## config.mk

```make
export PLATFORM = sky130hd
export DESIGN_NAME = join_n
export DESIGN_NICKNAME = d
export VERILOG_FILES = /design/src/rtl/join_pkg.sv /design/src/rtl/sync2.sv /design/src/rtl/join_n.sv
export SDC_FILE = /design/constraint.sdc
export NUM_CORES = 1
export LEC_CHECK = 0
export ABC_AREA = 1
export BUFFER_PORTS_ARGS = -buffer_cell sky130_fd_sc_hd__buf_2
export CORE_MARGIN = 3
export CORE_UTILIZATION = 45
export DETAILED_ROUTE_END_ITERATION = 7
export GPL_ROUTABILITY_DRIVEN = 1
export GPL_TIMING_DRIVEN = 0
export HOLD_SLACK_MARGIN = 0.05
export PLACE_DENSITY = 0.84
export SLEW_MARGIN = 40
export SYNTH_ARGS = -nofsm -noshare
export SYNTH_HDL_FRONTEND = slang
export SYNTH_HIERARCHICAL = 1
export SYNTH_SLANG_ARGS = --single-unit
```

## constraint.sdc

```tcl
create_clock -name clk -period 1.3 [get_ports clk]
set_input_delay 0.13 -clock clk [delete_from_list [all_inputs] [get_ports clk]]
set_output_delay 0.13 -clock clk [all_outputs]
set_load 0.02 [all_outputs]
```

## src/rtl/join_pkg.sv

```systemverilog
// join_pkg: shared state encoding and synchroniser depth for join_n.
package join_pkg;
  typedef enum logic [1:0] {IDLE, REQ, ACK, RTZ} state_t;
  localparam int SYNC_DEPTH = 2;
endpackage

```

## src/rtl/sync2.sv

```systemverilog
// sync2: two-flop synchroniser of parametrised width, cleared by reset.
module sync2
  import join_pkg::*;
#(
  parameter int W = 1
) (
  input  logic         clk,
  input  logic         rst,
  input  logic [W-1:0] i_d,
  output logic [W-1:0] o_q
);
  logic [SYNC_DEPTH-1:0][W-1:0] r_s;
  always_ff @(posedge clk or negedge rst)
    if (!rst) r_s <= '0;
    else      r_s <= {r_s[SYNC_DEPTH-2:0], i_d};
  assign o_q = r_s[SYNC_DEPTH-1];
endmodule

```

## src/rtl/join_n.sv

```systemverilog
// join_n: clocked N-way join of four-phase bundled-data channels.
// Define JOIN_N_SYNC_EN to synchronise r_i/a_o (and delay d_i to match) for async neighbours.
module join_n
  import join_pkg::*;
#(
  parameter int N = 2,
  parameter int W = 8
) (
  input  logic           clk,
  input  logic           rst,
  input  logic [N-1:0]   r_i,
  output logic [N-1:0]   a_i,
  input  logic [N*W-1:0] d_i,
  input  logic [N-1:0]   en_i,
  output logic           r_o,
  input  logic           a_o,
  output logic [N*W-1:0] d_o,
  output logic           err
);
  state_t         r_state, w_state;
  logic [N-1:0]   r_arr, r_dep, r_mask, r_ai;
  logic [N-1:0]   w_arr, w_dep, w_mask, w_ai, w_rq, w_cov;
  logic [N*W-1:0] r_do, w_do, w_d, w_dmask;
  logic           r_ro, w_ro, r_err, w_err, r_ao, w_ao;
`ifdef JOIN_N_SYNC_EN
  sync2 #(.W(N))   u_sync_r (.clk(clk), .rst(rst), .i_d(r_i), .o_q(w_rq));
  sync2 #(.W(1))   u_sync_a (.clk(clk), .rst(rst), .i_d(a_o), .o_q(w_ao));
  sync2 #(.W(N*W)) u_sync_d (.clk(clk), .rst(rst), .i_d(d_i), .o_q(w_d));
`else
  assign w_rq = r_i;
  assign w_ao = a_o;
  assign w_d  = d_i;
`endif
  always_comb begin
    w_state = r_state;
    w_arr   = r_arr;
    w_dep   = r_dep;
    w_mask  = r_mask;
    w_ai    = r_ai;
    w_do    = r_do;
    w_ro    = r_ro;
    w_err   = r_err;
    w_dmask = '0;
    for (int k = 0; k < N; k++) w_dmask[k*W +: W] = en_i[k] ? w_d[k*W +: W] : '0;
    w_cov = r_arr | (w_rq & en_i);
    case (r_state)
      IDLE: begin
        // arrived bits only ever set for enabled channels, so a drop here is a retracted request
        w_arr = w_cov;
        w_err = r_err | w_ao | (|(r_arr & ~w_rq));
        if (en_i != '0 && (w_cov & en_i) == en_i) begin
          w_mask  = en_i;
          w_do    = w_dmask;
          w_ro    = 1'b1;
          w_state = REQ;
        end
      end
      REQ: begin
        w_err = r_err | (r_ao & ~w_ao);
        if (w_ao) begin
          w_ai    = r_mask;
          w_state = ACK;
        end
      end
      ACK: begin
        w_dep = r_dep | (~w_rq & r_mask);
        w_err = r_err | (r_ao & ~w_ao) | (|(r_dep & w_rq & r_mask));
        if ((w_dep & r_mask) == r_mask) begin
          w_ro    = 1'b0;
          w_state = RTZ;
        end
      end
      RTZ: begin
        if (!w_ao) begin
          w_ai    = '0;
          w_arr   = '0;
          w_dep   = '0;
          w_state = IDLE;
        end
      end
      default: w_state = IDLE;
    endcase
  end
  always_ff @(posedge clk or negedge rst) begin
    if (!rst) begin
      r_state <= IDLE;
      r_arr   <= '0;
      r_dep   <= '0;
      r_mask  <= '0;
      r_ai    <= '0;
      r_do    <= '0;
      r_ro    <= 1'b0;
      r_err   <= 1'b0;
      r_ao    <= 1'b0;
    end else begin
      r_state <= w_state;
      r_arr   <= w_arr;
      r_dep   <= w_dep;
      r_mask  <= w_mask;
      r_ai    <= w_ai;
      r_do    <= w_do;
      r_ro    <= w_ro;
      r_err   <= w_err;
      r_ao    <= w_ao;
    end
  end
  assign a_i = r_ai;
  assign r_o = r_ro;
  assign d_o = r_do;
  assign err = r_err;
endmodule
```

== Word level (Yosys, flattened, before mapping) ==
Index checks and enable logic that the tools add are counted.
Storage, ports and cells
  register bits: 29
  output and inout bits: 20
  logic and storage cells: 65
Operators by class
  equality and inequality tests: 9
  multiplexer cells: 15
  bitwise operators: 16
  reduce and logical (&&, ||, !) cells: 16
Operator list (number)
  $mux W8: 2
  $and A2 B2 Y2: 7
  $pmux W2 S2: 3
  $mux W2: 5
  $reduce_bool A2 Y1: 5
  $ne A2 B2 Y1 const B: 4
  $pmux W2 S4: 1
  $reduce_and A2 Y1: 3
  $reduce_and A3 Y1: 2
  $eq A2 B2 Y1: 2
  $eq A2 B2 Y1 const B: 2
  $or A1 B1 Y1: 4
  $or A2 B2 Y2: 2
  $reduce_and A4 Y1: 1
  $reduce_or A2 Y1: 2
  $pmux W1 S3: 1
  $reduce_bool A3 Y1: 1
  $eq A2 B1 Y1 const B: 1
  $logic_not A2 Y1: 1
  $mux W1: 2
  $not A2 Y2: 1
  $pmux W1 S2: 1
  $and A1 B1 Y1: 1
  $logic_and A1 B1 Y1: 1
  $not A1 Y1: 1

== Longest topological paths before layout ==
  word-level depth: 7
  mapped depth: 8

== Worst setup path before layout ==
No wires, ideal clock.
  path kind: register to register
  start: register r_state[0]
  end: register r_ai[0], in the netlist a_i[0]
  arrival time: 1.219 ns
  required time: 1.217 ns
  path slack: -0.002 ns
  stages on the path, launching flop included: 8
  buffers on the path: 0
  clock period less this slack: 1.302 ns
  path through: dfrtp_1 ha_1 inv_1 nand2_1 o21ai_1 o21a_1 nand3_1 o21ai_0
On the way
  longest elaborated chain between the ends: 3
  elaborated cells on any way between the ends: 7
Ends and longest elaborated chain
  start, declared: RTL line join_n.sv:20  | state_t r_state, w_state;
  start signal, assigned: RTL line join_n.sv:96  | r_state <= w_state;
  $eq A2 B2 Y1 or $eq A2 B1 Y1 (tied branches): RTL line join_n.sv:46  | case (r_state)
  $ne A2 B2 Y1 (no line) or $reduce_bool A2 Y1 (tied branches)
  $reduce_and A3 Y1 (no line)
  end signal, assigned: RTL line join_n.sv:100  | r_ai <= w_ai;
  end, declared: RTL line join_n.sv:21  | logic [N-1:0] r_arr, r_dep, r_mask, r_ai;
Parallel ways exist; a longest one is shown, timed or not.
A chain may end at the register's enable or synchronous reset.

== Final worst setup path ==
  start: register r_state[0]
  end: register r_do[12], in the netlist d_o[12]
On the way
  longest elaborated chain between the ends: 2
Ends and longest elaborated chain
  $logic_not A2 Y1: RTL line join_n.sv:46
  $reduce_and A2 Y1 (no line)
  end signal, assigned: RTL line join_n.sv:101  | r_do <= w_do;
  end, declared: RTL line join_n.sv:23  | logic [N*W-1:0] r_do, w_do, w_d, w_dmask;
No other way between the ends.

==> metrics.cfg <==
[synthesis]
syn_area_mm2 = 0.00141
synth_cells = 168
synthFlopType = dfrtp_1
synthTopCellsByCount = nand2_1 (68), dfrtp_1 (29), inv_1 (16)
synth_cell_types = 20
synth_edf_count = 0
avgSynthCellArea_um2 = 8.40
netlist_top_cells_area = dfrtp_1 (51%), nand2_1 (18%), ha_1 (4.4%)
postSynth.asyncResetShare_pct = 100
synth_top_cell_area_share_pct = 51.4
synth_seq_cells = 29
synth_most_common_cell = nand2_1
syn_nets = 196
ys_seq_area_share_pct = 51.4
yosysWarnings = 6
synth_area_leader_cell = dfrtp_1

[critical_path]
crit_required_ns = 1.57
crit_path_top_delay_cell = dfrtp_2
critPathMaxFanout = 8
cpPeakStageDelay_ns = 0.48
reg2reg_slack_ns = -0.02
rr_worst_depth = 6
r2r-start = r_state[0]$_DFFE_PN0P_
critPathTopFamily = simple AND/OR/NAND/NOR gates
cp_cell_sequence = inv_4, ha_4, nand4_4, nor2_4, nand2_1, nand2_1
cp-end-kind = flop
cp_common_cell = nand2_1
cp-start-kind = flop
crit_buf_inv = 1
cp.arrival_ns = 1.59
reg2reg_to = d_o[12]$_DFFE_PN0P_
critical_path_class = reg -> reg

[die]
io_pins = 43
core_mm2 = 0.00288
fp.dieH_um = 62.0
start_util_pct = 49.1
die_w_um = 62.0
die-area_mm2 = 0.00384
rows = 19

[timing]
tns_ns = -0.0476
rsz0062_at_grt = yes
fin_crit_ns = 1.32
maxSlewViolCount = 0
setup_violations = 6
fin_crit_sh_pct = 102
setup_slack_ns = -0.0234
hold_ws_ns = 0.122
slew_headroom_pct = 58.1
skew_ns = 0.00382
fmax_mhz = 756
tightest_slew_ns = 0.629
finalHoldViolations = 0

[clock_tree]
worstSkewPairLatency_ns = 0.32
clk_path_buf_depth = 2
cts-root-buf = clkbuf_4
numCtsBuffers = 5
cts.sinks = 29
clkTransAtPathRegs_ns = 0.09
cts_tree = built
h-tree-depth = 2

[placed_design]
postPlaceCellArea_mm2 = 0.00168
io_buffers = 42
dp_hpwl_um = 2190
placedCellCount = 252
gp_congestion = 0.846

[layout]
drive_gt1_share_pct = 36.2
ff_latch_area_um2 = 728
multi_input_area_um2 = 669
nFillCells = 210
stdcell_area_mm2 = 0.00208
antenna_cells = 0
nets = 270
area_delta_synth_final_pct = 47.4
layout.cells.non_filler = 285

[grt]
track_usage_pct = 21.5
first_global_vias = 1356
grt_pass1_wl_um = 5950
grt_max_degree = 30
antenna_found_initial = 0
overflow = 0

[routing]
drt_iter0_drc = 35
drc = 0
drtPass1Iterations = 4
met2_length_um = 1740
routed_wl_um = 3590
wl_met3_um = 233
wire_per_inst_um = 12.6
wl_met1_um = 1570
drtAntennaViolNets = 0
routed_via_density = 4.74
via_count = 1351
dr.max_layer_used = met4

[run_status]
violations = negative setup slack
status = complete, but fails checks

[pwr]
powerDensity_mw_per_mm2 = 2210
leakagePower_uw = 0.00111
finalPower_uw = 4590
ir_worst_vdd_uv = 1390

[hold_path]
hold_depth = 3
hold_path_end = r_arr[0]$_DFFE_PN0P_
worstHoldPathType = in -> reg
hold_start = en_i[0]

[job]
cap_violations = 0

[tightest hold or removal path: cells and delay by family]
kind	cells	cell delay [ns]
buf+inv	1	0.12
simple gates	1	0.10
compound gates	1	0.06
[flip-flops by register name (all words and copies together) (netlist names)]
register and flops:
a_i 2, d_o 16, err 1, r_ao 1, r_arr 2, r_dep 2, r_mask 2, r_o 1
r_state 2
[worst max path at each step]
stage | cells past startpoint | to | start
2_1_floorplan | 6 | r_mask[1]$_DFFE_PN0P_ | r_state[0]$_DFFE_PN0P_
3_5_place_dp | 6 | d_o[10]$_DFFE_PN0P_ | r_state[0]$_DFFE_PN0P_
4_1_cts | 6 | d_o[8]$_DFFE_PN0P_ | r_state[0]$_DFFE_PN0P_
5_1_grt | 8 | err$_DFFE_PN0P_ | r_state[0]$_DFFE_PN0P_
6_report | 6 | d_o[12]$_DFFE_PN0P_ | r_state[0]$_DFFE_PN0P_
3_3_place_gp | 7 | a_i[1]$_DFFE_PN0P_ | r_state[0]$_DFFE_PN0P_
[layout make-up]
| cell class | count | area share (%) |
|---|---|---|
| flip-flops and latches | 29 | 35.0 |
| multi-input cells | 118 | 32.2 |
| repair buffers | 67 | 21.5 |
| inverters | 19 | 3.67 |
| clock buffers | 7 | 2.65 |
| well taps | 42 | 2.53 |
| clock inverters | 1 | 1.44 |
| plain buffers | 2 | 1.08 |
[routing by layer]
metal	track usage [%]	vias to the layer above
met1	26.2	619
met5	0	-
met3	6.82	6
li1	-	675
met2	36.4	51
met4	6.36	0
[report_power, final]
part           leakage [uW]  internal, uW  switching (uW)
combinational      0.000693           964            1340
clock             0.0000455           459             313
sequential         0.000371          1250             270
total               0.00111          2670            1920
[cells by family after synthesis]
group,share of synthesized area [%]
buffers and inverters,6.65
AO/OA/AOI/OAI,7.27
adder cells (fa/ha/maj),4.43
AND/OR/NAND/NOR,30.2
flip-flops,51.4
[placed cells by master (no fill, tap or decap), types with 2 or more instances in the layout]
cell type / n
nand2_1: 62
buf_2: 42
dfrtp_1: 27
dlygate4sd3_1: 18
inv_1: 13
a21oi_1: 10
nand3_1: 9
nor2_1: 8
nand2_2: 6
buf_4: 6
clkbuf_4: 5
inv_2: 4
buf_6: 3
o21ai_2: 3
ha_4: 3
inv_4: 2
nand3_2: 2
nor2_4: 2
o21ai_0: 2
dfrtp_2: 2
[stage by stage]
stage               util, %  setup slack (ns)
finish                 72.3           -0.0234
global placement       58.3            -0.102
CTS                    70.2          -0.00991
global route           72.3           -0.0992
detailed placement     58.3            -0.136
floorplan                 -            0.0136
[timing repair]
action,4_1_cts,5_1_grt
hold buffers,18,0
pin swaps,6,20
endpoints found under the hold margin,46,0
gates resized for setup,11,14
endpoints found under the setup margin,24,26
setup buffers,5,2
(Power assumes the default switching activity.)
